File: src/rtl/sync_fifo_pkg.sv
// Shared sizing helpers for the synchronous FIFO slice.
package sync_fifo_pkg;

  // Default address width; the FIFO holds 2**ADDR_WIDTH words.
  localparam int ADDR_WIDTH_DEFAULT = 4;

  // Pointer width for the default configuration: address bits plus one wrap bit.
  localparam int PTR_WIDTH = ADDR_WIDTH_DEFAULT + 1;

  // Number of storage entries for a given address width.
  function automatic int fifo_depth(input int addr_width);
    return 1 << addr_width;
  endfunction

  // Pointer width for a given address width (extra MSB distinguishes full from empty).
  function automatic int ptr_width(input int addr_width);
    return addr_width + 1;
  endfunction

endpackage

File: src/rtl/sync_fifo_if.sv
// Producer/consumer-facing bundle of the synchronous FIFO.
interface sync_fifo_if
  import sync_fifo_pkg::*;
#(
  parameter int DATA_WIDTH = 8,
  parameter int ADDR_WIDTH = ADDR_WIDTH_DEFAULT
);

  logic                  wr_en;
  logic                  rd_en;
  logic [DATA_WIDTH-1:0] din;
  logic [DATA_WIDTH-1:0] dout;
  logic                  full;
  logic                  empty;
  logic                  almost_full;
  logic                  almost_empty;
  logic [ADDR_WIDTH:0]   count;
  logic                  overflow;
  logic                  underflow;

  // User side: issues requests and write data, observes data and status.
  modport master (
    output wr_en, rd_en, din,
    input  dout, full, empty, almost_full, almost_empty, count, overflow, underflow
  );

  // FIFO side: accepts requests, drives data and status.
  modport slave (
    input  wr_en, rd_en, din,
    output dout, full, empty, almost_full, almost_empty, count, overflow, underflow
  );

endinterface

File: src/rtl/sync_fifo_mem.sv
// DEPTH x DATA_WIDTH register array: one synchronous write port and one
// read port whose output register resets to zero and holds when not enabled.
module sync_fifo_mem
  import sync_fifo_pkg::*;
#(
  parameter int DATA_WIDTH = 8,
  parameter int ADDR_WIDTH = ADDR_WIDTH_DEFAULT
) (
  input  logic                  clk,
  input  logic                  rst,
  input  logic                  wr_en_i,
  input  logic [ADDR_WIDTH-1:0] wr_addr_i,
  input  logic [DATA_WIDTH-1:0] wr_data_i,
  input  logic                  rd_en_i,
  input  logic [ADDR_WIDTH-1:0] rd_addr_i,
  output logic [DATA_WIDTH-1:0] rd_data_o
);

  localparam int DEPTH = fifo_depth(ADDR_WIDTH);

  logic [DATA_WIDTH-1:0] mem_q [DEPTH];
  logic [DATA_WIDTH-1:0] rd_data_q;

  // Storage array: written on accepted writes only, never reset.
  always_ff @(posedge clk) begin
    if (wr_en_i) begin
      mem_q[wr_addr_i] <= wr_data_i;
    end
  end

  // Read output register: loads the addressed word on an accepted read, otherwise holds.
  always_ff @(posedge clk or posedge rst) begin
    if (rst) begin
      rd_data_q <= {DATA_WIDTH{1'b0}};
    end else if (rd_en_i) begin
      rd_data_q <= mem_q[rd_addr_i];
    end else begin
      rd_data_q <= rd_data_q;
    end
  end

  assign rd_data_o = rd_data_q;

endmodule

File: src/rtl/sync_fifo.sv
// Single-clock FIFO: pointer, occupancy and flag logic around a register-array
// memory with a registered read port (one-cycle read latency, no fall-through).
module sync_fifo
  import sync_fifo_pkg::*;
#(
  parameter int DATA_WIDTH = 8,
  parameter int ADDR_WIDTH = ADDR_WIDTH_DEFAULT,
  parameter int AF_LEVEL   = fifo_depth(ADDR_WIDTH) - 2,
  parameter int AE_LEVEL   = 2
) (
  input logic        clk,
  input logic        rst,
  sync_fifo_if.slave bus
);

  localparam int PW = ptr_width(ADDR_WIDTH);

  localparam logic [PW-1:0] ONE_C      = PW'(1);
  localparam logic [PW-1:0] AF_LEVEL_C = PW'(AF_LEVEL);
  localparam logic [PW-1:0] AE_LEVEL_C = PW'(AE_LEVEL);

  logic [PW-1:0]         wr_ptr_q, wr_ptr_d;
  logic [PW-1:0]         rd_ptr_q, rd_ptr_d;
  logic [PW-1:0]         count_q, count_d;
  logic                  overflow_q, overflow_d;
  logic                  underflow_q, underflow_d;

  logic                  full_s;
  logic                  empty_s;
  logic                  wr_acc_s;
  logic                  rd_acc_s;
  logic [DATA_WIDTH-1:0] rd_data_s;

  // Full/empty come from the pointers: equal means empty, same slot on opposite laps means full.
  assign empty_s  = (wr_ptr_q == rd_ptr_q);
  assign full_s   = (wr_ptr_q[ADDR_WIDTH-1:0] == rd_ptr_q[ADDR_WIDTH-1:0]) &&
                    (wr_ptr_q[ADDR_WIDTH] != rd_ptr_q[ADDR_WIDTH]);

  // Requests against a full/empty FIFO are dropped and touch no state.
  assign wr_acc_s = bus.wr_en & ~full_s;
  assign rd_acc_s = bus.rd_en & ~empty_s;

  // Next-state for pointers, occupancy and the request-dropped pulses.
  always_comb begin
    wr_ptr_d    = wr_ptr_q;
    rd_ptr_d    = rd_ptr_q;
    count_d     = count_q;
    overflow_d  = 1'b0;
    underflow_d = 1'b0;

    if (wr_acc_s) begin
      wr_ptr_d = wr_ptr_q + ONE_C;
    end else begin
      wr_ptr_d = wr_ptr_q;
    end

    if (rd_acc_s) begin
      rd_ptr_d = rd_ptr_q + ONE_C;
    end else begin
      rd_ptr_d = rd_ptr_q;
    end

    case ({wr_acc_s, rd_acc_s})
      2'b10:   count_d = count_q + ONE_C;
      2'b01:   count_d = count_q - ONE_C;
      default: count_d = count_q;
    endcase

    overflow_d  = bus.wr_en & full_s;
    underflow_d = bus.rd_en & empty_s;
  end

  // State registers; reset discards all buffered data at once.
  always_ff @(posedge clk or posedge rst) begin
    if (rst) begin
      wr_ptr_q    <= {PW{1'b0}};
      rd_ptr_q    <= {PW{1'b0}};
      count_q     <= {PW{1'b0}};
      overflow_q  <= 1'b0;
      underflow_q <= 1'b0;
    end else begin
      wr_ptr_q    <= wr_ptr_d;
      rd_ptr_q    <= rd_ptr_d;
      count_q     <= count_d;
      overflow_q  <= overflow_d;
      underflow_q <= underflow_d;
    end
  end

  sync_fifo_mem #(
    .DATA_WIDTH (DATA_WIDTH),
    .ADDR_WIDTH (ADDR_WIDTH)
  ) u_mem (
    .clk       (clk),
    .rst       (rst),
    .wr_en_i   (wr_acc_s),
    .wr_addr_i (wr_ptr_q[ADDR_WIDTH-1:0]),
    .wr_data_i (bus.din),
    .rd_en_i   (rd_acc_s),
    .rd_addr_i (rd_ptr_q[ADDR_WIDTH-1:0]),
    .rd_data_o (rd_data_s)
  );

  assign bus.dout         = rd_data_s;
  assign bus.full         = full_s;
  assign bus.empty        = empty_s;
  assign bus.almost_full  = (count_q >= AF_LEVEL_C);
  assign bus.almost_empty = (count_q <= AE_LEVEL_C);
  assign bus.count        = count_q;
  assign bus.overflow     = overflow_q;
  assign bus.underflow    = underflow_q;

endmodule

File: src/flat_wrapper.sv
// flat-port wrapper written by rule: the top's interface ports become plain ports
module sync_fifo_flat import sync_fifo_pkg::*;
#(
  parameter int DATA_WIDTH = 8,
  parameter int ADDR_WIDTH = ADDR_WIDTH_DEFAULT,
  parameter int AF_LEVEL   = fifo_depth(ADDR_WIDTH) - 2,
  parameter int AE_LEVEL   = 2
)
  (clk, rst, bus_wr_en, bus_rd_en, bus_din, bus_dout, bus_full, bus_empty, bus_almost_full, bus_almost_empty, bus_count, bus_overflow, bus_underflow);
  sync_fifo_if #(.DATA_WIDTH(DATA_WIDTH), .ADDR_WIDTH(ADDR_WIDTH)) bus_i ();
  input logic clk;
  input logic rst;
  input wire logic [$bits(bus_i.wr_en)-1:0] bus_wr_en;
  input wire logic [$bits(bus_i.rd_en)-1:0] bus_rd_en;
  input wire logic [$bits(bus_i.din)-1:0] bus_din;
  output wire logic [$bits(bus_i.dout)-1:0] bus_dout;
  output wire logic [$bits(bus_i.full)-1:0] bus_full;
  output wire logic [$bits(bus_i.empty)-1:0] bus_empty;
  output wire logic [$bits(bus_i.almost_full)-1:0] bus_almost_full;
  output wire logic [$bits(bus_i.almost_empty)-1:0] bus_almost_empty;
  output wire logic [$bits(bus_i.count)-1:0] bus_count;
  output wire logic [$bits(bus_i.overflow)-1:0] bus_overflow;
  output wire logic [$bits(bus_i.underflow)-1:0] bus_underflow;
  assign bus_i.wr_en = bus_wr_en;
  assign bus_i.rd_en = bus_rd_en;
  assign bus_i.din = bus_din;
  assign bus_dout = bus_i.dout;
  assign bus_full = bus_i.full;
  assign bus_empty = bus_i.empty;
  assign bus_almost_full = bus_i.almost_full;
  assign bus_almost_empty = bus_i.almost_empty;
  assign bus_count = bus_i.count;
  assign bus_overflow = bus_i.overflow;
  assign bus_underflow = bus_i.underflow;
  sync_fifo #(.DATA_WIDTH(DATA_WIDTH), .ADDR_WIDTH(ADDR_WIDTH), .AF_LEVEL(AF_LEVEL), .AE_LEVEL(AE_LEVEL)) u_core (.clk(clk), .rst(rst), .bus(bus_i));
endmodule
File: config.mk
export PLATFORM = sky130hd
export DESIGN_NAME = sync_fifo_flat
export DESIGN_NICKNAME = d
export VERILOG_FILES = /design/src/rtl/sync_fifo_pkg.sv /design/src/rtl/sync_fifo_if.sv /design/src/rtl/sync_fifo_mem.sv /design/src/rtl/sync_fifo.sv /design/src/flat_wrapper.sv
export SDC_FILE = /design/constraint.sdc
export NUM_CORES = 1
export LEC_CHECK = 0
export ABC_AREA = 1
export ABC_CLOCK_PERIOD_IN_PS = 2610
export CAP_MARGIN = 5
export CORE_MARGIN = 1
export CORE_UTILIZATION = 35
export DETAILED_ROUTE_END_ITERATION = 8
export PLACE_DENSITY = 0.58
export SYNTH_ARGS = -nofsm -noshare
export SYNTH_HDL_FRONTEND = slang
export SYNTH_HIERARCHICAL = 1
export SYNTH_SLANG_ARGS = --single-unit
File: constraint.sdc
create_clock -name clk -period 2.61 [get_ports clk]
set_clock_uncertainty 0.15 [all_clocks]
set_input_delay 0.522 -clock clk [delete_from_list [all_inputs] [get_ports clk]]
set_output_delay 0.522 -clock clk [all_outputs]
set_load 0.1 [all_outputs]
======== Yosys cells after proc, flatten, opt, wreduce, memory -nomap -nowiden ========
Memories as Yosys holds them, arrays and structs flattened. A register that Yosys moved wholly into a read port is not among the register bits.
Cells that the tools add are included.
storage, ports and cells
  register bits ........................... 17
  memory bits (writable) .................. 128
  bits of input ports ..................... 12
  logic and storage cells ................. 28
  memories kept ........................... 1
operators by class
  add/subtract/negate cells ............... 4
  order comparisons ....................... 2
  eq/ne operators ......................... 5
  multiplexer cells ....................... 3
  bitwise operators ....................... 6
  reductions and logical operators ........ 2
memory list
  memory              depth  bits a word  read ports  clocked after Yosys merged registers in  wr ports  RTL line             RTL
  u_core.u_mem.mem_q  16     8            1           1                                        1         sync_fifo_mem.sv:21  logic [DATA_WIDTH-1:0] mem_q [DEPTH];
operators with widths
  kind                                                               number
  adder 5 x 1 -> 5 bit, second input constant                        3
  case mux 5 bit (2 select lines)                                    1
  == test 5 bit                                                      1
  greater-or-equal comparator 5 x 4 -> 1 bit, second input constant  1
  less-or-equal comparator 5 x 2 -> 1 bit, second input constant     1
  subtractor 5 x 1 -> 5 bit, second input constant                   1
  AND 1 bit                                                          4
  == test 4 bit                                                      1
  == test 2 x 1 -> 1 bit, second input constant                      1
  == test 2 bit, second input constant                               1
  2-to-1 mux 1 bit                                                   2
  inverter 1 bit                                                     2
  nonzero test 2 bit                                                 1
  logical AND 1 bit                                                  1
  inequality test 1 bit                                              1

======== Logic depth before layout (Yosys ltp) ========
  word-level depth ........................ 6
  mapped depth ............................ 17
  depth with buffers taken out ............ 17

======== Modules after synthesis ========
The synthesis kept the hierarchy.
modules (own cells, without submodules)
  module         instances  cells each  area each (um^2)  seq. area each (um^2)
  sync_fifo_mem  1          482         5595.4            4043.9
  sync_fifo      1          133         1078.5            425.4

======== Worst setup path before layout ========
OpenSTA, ideal clock, no wires.
  path type ............................... flip-flop to output port
  from .................................... register u_core.count_q[1], in the netlist u_core/bus.count[1]
  to ...................................... output bus_almost_empty
  arrival ................................. 5.631 ns
  required time ........................... 1.938 ns
  setup slack ............................. -3.693 ns
  stages on the path, launching flop included .. 2
  buffers on the path ..................... 0
  cell sequence ........................... dfrtp_1 > a2111oi_0
on the way
  word-level cells in the longest chain between the ends .. 1
RTL lines
  what                                     RTL line            RTL
  start, declared                          sync_fifo.sv:24     logic [PW-1:0] count_q, count_d;
  start signal, assigned                   sync_fifo.sv:78     count_q <= {PW{1'b0}};
  start signal, assigned                   sync_fifo.sv:84     count_q <= count_d;
  less-or-equal comparator 5 x 2 -> 1 bit  sync_fifo.sv:108    assign bus.almost_empty = (count_q <= AE_LEVEL_C);
  end, declared                            flat_wrapper.sv:20  output wire logic [$bits(bus_i.almost_empty)-1:0] bus_almost_empty;
No other way between the ends.

======== Worst setup path after layout ========
  from .................................... register u_core.rd_ptr_q[2]
  to ...................................... register u_core.count_q[4], in the netlist u_core/bus.count[4]
on the way
  elaborated cells on any way between the ends .. 11
  classes of those cells .................. eq/ne: 4; mux: 1; bitwise: 4; reduce/logical: 2
RTL lines
  what                                                                   RTL line         RTL
  start, declared                                                        sync_fifo.sv:23  logic [PW-1:0] rd_ptr_q, rd_ptr_d;
  start signal, assigned                                                 sync_fifo.sv:77  rd_ptr_q <= {PW{1'b0}};
  start signal, assigned                                                 sync_fifo.sv:83  rd_ptr_q <= rd_ptr_d;
  == test 5 bit (*)                                                      sync_fifo.sv:35  assign empty_s = (wr_ptr_q == rd_ptr_q);
  inverter 1 bit (*)                                                     sync_fifo.sv:41  assign rd_acc_s = bus.rd_en & ~empty_s;
  AND 1 bit (*)                                                          sync_fifo.sv:41
  named net u_core.rd_acc_s                                              sync_fifo.sv:31  logic rd_acc_s;
  == test 2 x 1 -> 1 bit or == test 2 bit (tied branches)                sync_fifo.sv:63  case ({wr_acc_s, rd_acc_s})
  case mux 5 bit (2 select lines) or nonzero test 2 bit (tied branches)  n/a
The timed path passes the listed nets; every way through them passes the cells marked *.
A chain may end at the register's enable or synchronous reset.

==> results.toml <==
[route]
vias_per_cell = 4.93
vias = 4552
drtIter0Drc = 349
wire_per_inst_um = 16.0
first_pass_iters = 5
antenna_left = 0
finalWirelength_um = 14700
drc_errors = 0

[synthesis]
syn_nets = 634
ys_ff_latch = 153
netlist_area_um2 = 6670
ys_types = 26
yosysSeqAreaShare_pct = 67.0
yosys_warnings = 6
synth.avg_cell_area_um2 = 10.9
syn_inst = 615

[pwr]
intPower_w = 0.00588
power_frac_seq_pct = 32.1
p_total_w = 0.0102
p_per_area_nw_per_um2 = 1280
clkPwrFrac_pct = 24.3
sw_frac_of_total_pct = 42.1
p_comb_share_pct = 43.6
ir_drop_v = 0.000612
leakagePower_nw = 3.24
switching_power_w = 0.00428

[placement]
place_area_um2 = 7350
hpwl_um = 9310
routabilityCongestion = 0.830
io_buffers = 30

[finish]
n_antenna_cell = 0
layout-drive-gt1-share_pct = 14.9
fin_util_pct = 42.5
nets = 696
multi_input_area_um2 = 1900
final-seq-area_um2 = 4480
syn2layout_area_growth_pct = 19.2
num-fill-cells = 1701
finalInstanceArea_um2 = 7960

[global_route]
grt_max_degree = 65
antenna_found_initial = 0
overflow = 0
grt_pass1_wl_um = 23700
first_global_vias = 4539
track_usage_pct = 16.1

[timing]
setup_viol = 0
hold_viol = 0
rsz0062_at_grt = "false"
holdWs_ns = 0.241
period_share_pct = 92.9
fin_crit_ns = 2.42
tightest_slew_ns = 0.716
fmax_mhz = 413
max_slew_margin_pct = 52.2
finalMaxSlewViolations = 0

[worst_setup_path]
cp_common_cell = "nand2_1"
reg2reg_to = "u_core/bus.count[4]"
reg2reg_depth = 15
crit_path_max_incr_delay_ns = 0.46
path_class = "reg -> reg"
worstPathArrival_ns = 2.58
worstPathRequired_ns = 2.77
start_kind = "flop"
worst-path-buf-inv = 2
cp_slowest_cell = "dfrtp_2"
end_kind = "flop"
r2r_slack_ns = 0.19
r2r_start = "u_core/rd_ptr_q[2]"
cpLargestDelayFamily = "simple AND/OR/NAND/NOR gates"
crit_chain = "nand2_1, nand2_2, nor2_4, nand3_4, nand2_4, inv_1, ha_2, buf_4, ha_1, nand2_1, nand2_1, nand2_1, xor2_1, nand2_1, nand2_1"
path_max_fanout = 7

[die]
design.core.area_um2 = 18700
dieArea_um2 = 19600
die_y_um = 140
dieWidth_um = 140
io_pins = 31
start_util_pct = 35.7
placementRows = 50

[clocking]
clkSlewWorstSetupHoldPaths_ns = 0.06
cts_buffers = 17
ctsHoldBuffers = 0
clock_path_buffers = 2
cts_root_buffer = "clkbuf_16"
clk_latency_ns = 0.42
htreeDepth = 4
clock_sinks = 153
cts_tree = "yes"

[flow_run]
drv_cap = 0

[outcome]
status = "finished clean"

[hold_path]
hold_path.class = "in -> async"
-- worst reg2reg max path, delay by kind of cell, from the launching register on --
kind,cells,cell delay (ns)
xor gates and xnor gates,1,0.14
adders and majority gates,2,0.54
buffers and inverters,2,0.21
DFF,1,0.46
and+or+nand+nor,10,0.81
-- state kept, by name, summed over array words and instances (netlist names) --
signal	flops
u_core/bus.count	5
u_core/wr_ptr_q	5
u_core/u_mem/rd_data_o	8
u_core/u_mem/mem_q	128
u_core/rd_ptr_q	5
u_core/bus.overflow	1
u_core/bus.underflow	1
-- cells by family (layout without fill, tap and decap cells) --
kind of cell	count (synthesis)	in the layout	share of synthesized area (%)
flip-flops	153	153	67.0
buffers and inverters	55	129	4.95
AND/OR/NAND/NOR	384	384	24.8
AO/OA/AOI/OAI	6	6	0.581
XOR/XNOR	10	10	1.31
adder cells (fa/ha/maj)	7	7	1.42
-- synthesized netlist by cell type (all sizes together) --
cell type | number | area share, %
a2111oi | 1 | 0.13
a21oi | 1 | 0.075
a31o | 1 | 0.13
a31oi | 1 | 0.094
buf | 22 | 2.6
clkbuf | 3 | 0.62
dfrtp | 25 | 9.4
edfxtp | 128 | 58
fa | 1 | 0.30
ha | 6 | 1.1
inv | 30 | 1.7
nand2 | 242 | 14
nand3 | 115 | 9.0
nand3b | 2 | 0.22
nor2 | 24 | 1.6
o21ai | 2 | 0.15
or2 | 1 | 0.094
xnor2 | 5 | 0.66
xor2 | 5 | 0.66
-- how the worst max path moves through the flow --
stage / startpoint / endpoint / cells past startpoint
6_report: u_core/rd_ptr_q[2] / u_core/bus.count[4] / 15
2_1_floorplan: u_core/bus.count[0] / bus_almost_empty / 1
3_3_place_gp: bus_rd_en / u_core/bus.count[4] / 13
3_5_place_dp: bus_rd_en / u_core/bus.count[4] / 13
4_1_cts: u_core/rd_ptr_q[2] / u_core/bus.count[4] / 16
5_1_grt: u_core/rd_ptr_q[2] / u_core/bus.count[4] / 15
-- cells in the final DEF, fill, tap and decap left out, types with 2 or more instances in the layout --
cell type / synthesis / final
nand3_4: 2 / 2
clkbuf_16: 0 / 17
dfrtp_1: 25 / 18
bufinv_16: 0 / 4
dfrtp_2: 0 / 7
o21ai_0: 2 / 2
nor2_4: 2 / 2
xor2_1: 5 / 5
nand2_1: 239 / 239
clkinv_2: 0 / 3
inv_1: 27 / 27
nand3_1: 113 / 113
nand3b_1: 2 / 2
edfxtp_1: 128 / 128
clkdlybuf4s50_1: 0 / 11
xnor2_1: 5 / 5
buf_12: 0 / 4
buf_4: 4 / 53
ha_1: 6 / 5
clkbuf_1: 0 / 3
clkinv_1: 0 / 3
nand2_4: 2 / 2
inv_2: 3 / 3
nor2_1: 22 / 22
-- power groups by stage --
| stage | combinational [W] | sequential [W] | clock (W) |
|---|---|---|---|
| 2_1_floorplan | 0.00252 | 0.00406 | 0 |
| 3_3_place_gp | 0.00436 | 0.00329 | 0 |
| 3_5_place_dp | 0.00442 | 0.00330 | 0 |
| 4_1_cts | 0.00443 | 0.00326 | 0.00250 |
| 5_1_grt | 0.00483 | 0.00330 | 0.00261 |
| 6_report | 0.00443 | 0.00326 | 0.00247 |
-- metal layers --
layer / vias up / wire [um] / share of wire (%) / GRT usage [%]
li1: 2196 / - / - / -
met1: 2247 / 6670 / 45 / 20.1
met2: 90 / 7250 / 49 / 26.6
met3: 19 / 462 / 3.1 / 2.94
met4: 0 / 371 / 2.5 / 8.33
met5: - / 0 / 0 / 0
-- final cells by class --
class	count	share of cell area, %
clock buffer	20	5.49
clock inverter	11	1.93
tap	234	3.68
timing repair buffer	68	7.39
inverter	30	1.42
sequential	153	56.3
multi-input combinational	407	23.8
-- metrics by stage --
step	TNS, ns	setup WS (ns)	std cells
finish	0	0.186	923
global route	0	0.0195	923
CTS	0	0.0936	921
detailed placement	-0.0588	-0.0588	890
global placement	0	0.0298	890
floorplan	0	0.0314	615
-- timing repair --
item	CTS	global route
buffers inserted	0	2
setup endpoints to repair	0	2
resized for setup	0	2
Note: power is estimated with default switching activity, not from simulation.
